===== config.mk =====
export PLATFORM = sky130hd
export DESIGN_NAME = proc_control_fsm
export DESIGN_NICKNAME = d
export VERILOG_FILES = /design/src/rtl/proc_control_fsm.sv
export SDC_FILE = /design/constraint.sdc
export NUM_CORES = 1
export LEC_CHECK = 0
export CAP_MARGIN = 20
export CELL_PAD_IN_SITES_DETAIL_PLACEMENT = 1
export CELL_PAD_IN_SITES_GLOBAL_PLACEMENT = 2
export CORE_UTILIZATION = 37
export DETAILED_ROUTE_END_ITERATION = 10
export DONT_BUFFER_PORTS = 1
export GPL_TIMING_DRIVEN = 0
export PLACE_DENSITY_LB_ADDON = 0.2
export SYNTH_ARGS = -nofsm -noshare
export SYNTH_HDL_FRONTEND = slang
export SYNTH_SLANG_ARGS = --single-unit

===== constraint.sdc =====
create_clock -name CLKb -period 2.4 [get_ports CLKb]
set_input_delay 0.48 -clock CLKb [delete_from_list [all_inputs] [get_ports CLKb]]
set_output_delay 0.48 -clock CLKb [all_outputs]
set_load 0.03 [all_outputs]

===== src/rtl/proc_control_fsm.sv =====
// Multi-cycle control unit for the 10-bit immediate-capable processor.
// Each instruction runs through T0..T3; outputs are registered from the next state and IR.
module proc_control_fsm #(
   parameter int DATA_W = 10,
   parameter int REG_AW = 2
) (
   input  logic              CLKb,
   input  logic              RSTb,
   input  logic              EXEC,
   input  logic [DATA_W-1:0] INSTR,
   output logic              ENW,
   output logic [REG_AW-1:0] WRA,
   output logic              ENR0,
   output logic [REG_AW-1:0] RDA0,
   output logic [REG_AW-1:0] RDA1,
   output logic [1:0]        BUSSEL,
   output logic [DATA_W-1:0] IMM,
   output logic              ENA,
   output logic              ENG,
   output logic              ALUOP,
   output logic              BUSY,
   output logic              DONE
);

   typedef enum logic [1:0] {
      T0 = 2'd0,
      T1 = 2'd1,
      T2 = 2'd2,
      T3 = 2'd3
   } state_t;

   typedef struct packed {
      logic              enw;
      logic [REG_AW-1:0] wra;
      logic              enr0;
      logic [REG_AW-1:0] rda0;
      logic [REG_AW-1:0] rda1;
      logic [1:0]        bussel;
      logic [DATA_W-1:0] imm;
      logic              ena;
      logic              eng;
      logic              aluop;
      logic              busy;
      logic              done;
   } out_t;

   localparam logic [3:0] OP_LOAD = 4'd0;
   localparam logic [3:0] OP_COPY = 4'd1;
   localparam logic [3:0] OP_ADD  = 4'd2;
   localparam logic [3:0] OP_SUB  = 4'd3;
   localparam logic [3:0] OP_ADDI = 4'd4;
   localparam logic [3:0] OP_SUBI = 4'd5;

   localparam logic [1:0] BUS_Q0  = 2'b00;
   localparam logic [1:0] BUS_DIN = 2'b01;
   localparam logic [1:0] BUS_G   = 2'b10;
   localparam logic [1:0] BUS_IMM = 2'b11;

   state_t            r_state;
   state_t            w_state_next;
   logic [DATA_W-1:0] r_ir;
   logic [DATA_W-1:0] w_ir_next;
   out_t              r_out;
   logic              w_unused;

   function automatic logic is_alu(input logic [3:0] op);
      return (op == OP_ADD) || (op == OP_SUB) || (op == OP_ADDI) || (op == OP_SUBI);
   endfunction

   // Moore output decode; every field not driven below stays 0.
   function automatic out_t decode(input state_t st, input logic [DATA_W-1:0] ir);
      out_t              o;
      logic [3:0]        op;
      logic [REG_AW-1:0] rx;
      logic [REG_AW-1:0] ry;
      o      = '0;
      op     = ir[9:6];
      rx     = ir[4:3];
      ry     = ir[1:0];
      o.rda1 = ry;
      case (st)
         T0: o.busy = 1'b0;
         T1: begin
            o.busy = 1'b1;
            case (op)
               OP_LOAD: begin
                  o.bussel = BUS_DIN;
                  o.enw    = 1'b1;
                  o.wra    = rx;
                  o.done   = 1'b1;
               end
               OP_COPY: begin
                  o.enr0   = 1'b1;
                  o.rda0   = ry;
                  o.bussel = BUS_Q0;
                  o.enw    = 1'b1;
                  o.wra    = rx;
                  o.done   = 1'b1;
               end
               OP_ADD, OP_SUB, OP_ADDI, OP_SUBI: begin
                  o.enr0   = 1'b1;
                  o.rda0   = rx;
                  o.bussel = BUS_Q0;
                  o.ena    = 1'b1;
               end
               default: o.done = 1'b1;
            endcase
         end
         T2: begin
            o.busy = 1'b1;
            case (op)
               OP_ADD, OP_SUB: begin
                  o.enr0   = 1'b1;
                  o.rda0   = ry;
                  o.bussel = BUS_Q0;
                  o.eng    = 1'b1;
                  o.aluop  = op[0];
               end
               OP_ADDI, OP_SUBI: begin
                  o.bussel = BUS_IMM;
                  o.imm    = {{(DATA_W-3){1'b0}}, ir[2:0]};
                  o.eng    = 1'b1;
                  o.aluop  = op[0];
               end
               default: o.busy = 1'b1;
            endcase
         end
         T3: begin
            o.busy   = 1'b1;
            o.bussel = BUS_G;
            o.enw    = 1'b1;
            o.wra    = rx;
            o.done   = 1'b1;
         end
         default: o = '0;
      endcase
      return o;
   endfunction

   // Next state and instruction capture; EXEC only matters in T0.
   always_comb begin
      w_state_next = r_state;
      w_ir_next    = r_ir;
      case (r_state)
         T0: begin
            if (EXEC) begin
               w_ir_next    = INSTR;
               w_state_next = T1;
            end else begin
               w_state_next = T0;
            end
         end
         T1: begin
            if (is_alu(r_ir[9:6])) begin
               w_state_next = T2;
            end else begin
               w_state_next = T0;
            end
         end
         T2:      w_state_next = T3;
         T3:      w_state_next = T0;
         default: w_state_next = T0;
      endcase
   end

   // State, IR and output registers; outputs are pre-decoded so they line up with the state.
   always_ff @(posedge CLKb or negedge RSTb) begin
      if (!RSTb) begin
         r_state <= T0;
         r_ir    <= '0;
         r_out   <= '0;
      end else begin
         r_state <= w_state_next;
         r_ir    <= w_ir_next;
         r_out   <= decode(w_state_next, w_ir_next);
      end
   end

   // IR[5] is the unused top bit of the X field.
   assign w_unused = r_ir[5];

   assign ENW    = r_out.enw;
   assign WRA    = r_out.wra;
   assign ENR0   = r_out.enr0;
   assign RDA0   = r_out.rda0;
   assign RDA1   = r_out.rda1;
   assign BUSSEL = r_out.bussel;
   assign IMM    = r_out.imm;
   assign ENA    = r_out.ena;
   assign ENG    = r_out.eng;
   assign ALUOP  = r_out.aluop;
   assign BUSY   = r_out.busy;
   assign DONE   = r_out.done;

endmodule


* Word-level counts from Yosys, hierarchy flattened
Cells that the tools add are included.
Storage, ports and cells: word-level logic and storage cells 64, bits of input ports 13, register bits after elaboration 37, output and inout port bits 25
Cells by class: reduce and logical (&&, ||, !) cells 12, mux-type cells 22, equal/unequal tests 15
Operators with widths (count):
- $mux W10 | 2
- $pmux W3 S2 | 3
- $eq A4 B2 Y1 const B | 4
- $eq A4 B3 Y1 const B | 4
- $mux W3 | 4
- $eq A2 B2 Y1 const B | 4
- $mux W2 | 4
- $pmux W2 S4 | 1
- $pmux W2 S3 | 1
- $reduce_or A2 Y1 | 3
- $mux W1 | 5
- $eq A2 B1 Y1 const B | 2
- $eq A4 B1 Y1 const B | 1
- $logic_not A2 Y1 | 2
- $logic_not A4 Y1 | 1
- $pmux W1 S2 | 2
- $reduce_or A4 Y1 | 1
- $logic_or A1 B1 Y1 | 3
- $reduce_or A3 Y1 | 1
- $reduce_and A2 Y1 | 1

* Depth between registers and ports, before layout
depth after elaboration 9, gate-level depth with buffers 10, depth with buffers taken out 10

* Least setup slack after synthesis
No wires, ideal clock.
kind flip-flop to flip-flop, start register r_ir[7], end register r_out (netlist bit ENR0), data arrival time 1.913 ns, buffers on the path 0, setup slack 0.410 ns, setup time 0.078 ns, clock period less this slack 1.990 ns, required time 2.322 ns, cell stages (with the launch flop) 11, path through dfrtp_1 > xnor2_1 > nor2_1 > nand3_1 > and2_1 > inv_1 > ha_1 > or4bb_1 > nand2_1 > o22ai_1 > a21boi_1
On the way: word-level cells in the longest chain between the ends 8, elaborated cells on any way between the ends 23, those cells by class eq/ne (11); mux (7); reduce/logical (5)
RTL lines:
- from (decl) | line 61 | logic [DATA_W-1:0] r_ir;
- from (signal assigned) | line 174 | r_ir <= w_ir_next;
- $eq A4 B2 Y1 | line 67 | return (op == OP_ADD) || (op == OP_SUB) || (op == OP_ADDI) || (op == OP_SUBI);
- $logic_or A1 B1 Y1 (2 in a row) | line 67
- $logic_or A1 B1 Y1 (*) | line 67
- $mux W2 (*) | line 154 | if (is_alu(r_ir[9:6])) begin
- $pmux W2 S4 (*) | line 144 | case (r_state)
- named net w_state_next[1] | line 60 | state_t w_state_next;
- $eq A2 B2 Y1 / $eq A2 B1 Y1 (equally long branches) | line 81 | case (st)
- $pmux W3 S2 (*) | line 81
- to (signal assigned) | line 175 | r_out <= decode(w_state_next, w_ir_next);
- to (decl) | line 63 | out_t r_out;
The timed path passes the listed nets; every way through them passes the cells marked *. A chain may end at the register's enable or synchronous reset.

* Final worst setup path
Ends and elaborated chain as after synthesis.

==> flow_summary.ini <==
[run_status]
status = finished, final reports clean

[synthesis]
ys_async_sr_fraction_pct = 100.0
synth_area_per_cell_sq_um = 10.92
yosysWarningCount = 0
synth_ff_type = dfrtp_1
yosysMostFrequentCell = dfrtp_1
ys_ff_latch = 27
synth_cells = 116
ys_seq_area_share_pct = 53.36
synthesis.area_sq_um = 1266
ys_types = 34
synth_common_cells = 27 x dfrtp_1, 19 x nand2_1, 10 x buf_4
post-synth-top-area-cell = dfrtp_1
synth_area_leaders = dfrtp_1 53%, buf_4 5.9%, nand2_1 5.6%
netlist.area_leader.share_pct = 53.36
synth_edf_count = 0

[sta]
slew_violations = 0
period_needed_ns = 2.277
finalCritPeriodShare_pct = 94.87
tns_ns = 0
clock_skew_ns = 0.01360
hold_violations = 0
max_freq_mhz = 439.2
hold_slack_ns = 0.2354
setup_viol = 0

[route]
via_count = 857
drt_iter0_drc = 29
avgViaCountPerCell = 4.925
drcViolationCount = 0
wl_um = 2687
ant_nets = 0
dr.pass1.iters = 4
routedWlPerCell_um = 15.44

[flow_run]
drv_cap = 0

[cells_and_area]
fillers = 382
layout.nets = 147
syn2layout_area_growth_pct = 14.33
antenna-diode-count = 0
drive_above_1_share_pct = 23.08

[setup_path]
r2r_cells = 10
critPathKind = reg2reg
startpoint = r_ir[7]
worstPathRequired_ns = 2.68
crit_arrival_ns = 2.55
rr_startpoint = r_ir[7]
cp-end-kind = flop
worstSetupStartpointType = flop
crit_fanout = 6
cp-endpoint = ENR0
reg2reg_setup_slack_ns = 0.12
reg2reg_to = ENR0

[floorplanning]
start_util_pct = 40.16
die_area_sq_um = 3660
io_pins = 38
core_region_area_sq_um = 3153
placementRows = 20
fp.dieH_um = 60.50
die_w_um = 60.50

[clock_network]
clockBufferDepth = 2
clk_latency_ns = 0.34
numCtsBuffers = 3
cts_tree = built
cts.sinks = 27
clkTransAtPathRegs_ns = 0.15
cts_root_buf = clkbuf_4
cts-htree-levels = 1

[power_and_ir_drop]
total_power_w = 0.001742
vdd_ir_drop_max_mv = 0.3860
powerDensity_nw_per_um2 = 1203
p_leak_nw = 0.6854

[worst_hold_path]
hold_class = in2reg
whs_path_depth = 2

[placement]
dp_hpwl_um = 1966
io_buffer_count = 0
place.gp.congestion = 0.8408

[global_routing]
grt-ovfl-total = 0
first_global_vias = 869
grt_pass1_wl_um = 4395
track_usage_pct = 16.73
antenna_found_initial = 0
grt_start_max_net_pins = 28
==> cells in the final DEF, fill, tap and decap left out, types with 2 or more instances in the layout <==
master    count
buf_4        12
xnor2_1       2
mux2_1        3
nor3_1        3
nand2_1      19
dfrtp_1      25
and2_1        3
nor2b_1       4
o22ai_1       3
nor2_1        6
inv_1         5
mux2_2        2
a21oi_1       4
conb_1        7
o21ai_1       2
clkbuf_4      3
dfrtp_2       2
==> cell families (layout without fill, tap and decap cells) <==
logic type      Yosys count  count (layout)  share of synthesized area (%)
mux                       5               5                          4.446
xor+xnor                  2               2                          1.384
flops                    27              27                          53.36
simple gates             48              48                          21.74
other cells               1               7                         0.2962
fa+ha+maj                 3               3                          2.965
buf+inv                  16              24                          8.300
compound gates           14              14                          7.511
==> critical path: stages (launching register included) <==
cell,delay [ns]
dfrtp_2,0.47
xnor2_1,0.18
nor2_1,0.10
nand3_1,0.09
and2_1,0.18
inv_1,0.13
ha_4,0.18
or4bb_1,0.47
nand2_1,0.08
o22ai_1,0.14
a21boi_1,0.19
==> state kept, by name, indices dropped and copies added (netlist names) <==
signal	count
ENR0	1
ALUOP	1
r_state	2
r_ir	8
ENG	1
IMM	3
ENW	1
RDA1	1
RDA0	2
BUSY	1
DONE	1
WRA	2
ENA	1
BUSSEL	2
==> per-stage QoR <==
| step | cells | setup WS (ns) | instance area [sq um] | util (%) |
|---|---|---|---|---|
| floorplan | 122 | 0.4096 | 1289 | - |
| global placement | 166 | -0.01348 | 1344 | 42.62 |
| detailed placement | 166 | -0.04913 | 1344 | 42.62 |
| CTS | 172 | 0.04431 | 1409 | 44.68 |
| global route | 174 | -0.02170 | 1448 | 45.91 |
| finish | 174 | 0.1232 | 1448 | 45.91 |
==> what timing repair did <==
action,in CTS,in global routing
endpoints found under the setup margin,5,4
hold buffers,2,0
resized for setup,2,5
buffers inserted,0,2
hold endpoints to repair,27,0
==> layout make-up <==
| cell class | instances | area, sq um | share of cell area (%) |
|---|---|---|---|
| Sequential cell | 27 | 678.2 | 46.85 |
| Multi-Input combinational cell | 79 | 538.0 | 37.17 |
| Buffer | 11 | 86.33 | 5.964 |
| Tap cell | 44 | 55.05 | 3.803 |
| Timing Repair Buffer | 4 | 45.04 | 3.111 |
| Clock buffer | 4 | 26.28 | 1.815 |
| Inverter | 5 | 18.77 | 1.296 |
==> worst min path at each step <==
stage | from | end
2_1_floorplan | RSTb | ALUOP
3_3_place_gp | RSTb | ALUOP
3_5_place_dp | RSTb | r_ir[6]
4_1_cts | INSTR[9] | r_ir[9]
5_1_grt | INSTR[2] | r_ir[2]
6_report | INSTR[9] | r_ir[9]
==> layer usage <==
layer	share of wire, %	up-vias	global-route usage [%]
met5	0	-	0
met2	50	26	27.47
li1	-	403	-
met1	44	424	21.85
met4	1.3	0	5.844
met3	4.9	4	3.625
==> power by group <==
part           switching, W  internal [W]
registers          0.000246      0.000609
logic              0.000390      0.000293
clock network      0.000139     0.0000653
total              0.000775      0.000967
Note: power is estimated with default switching activity, not from simulation.
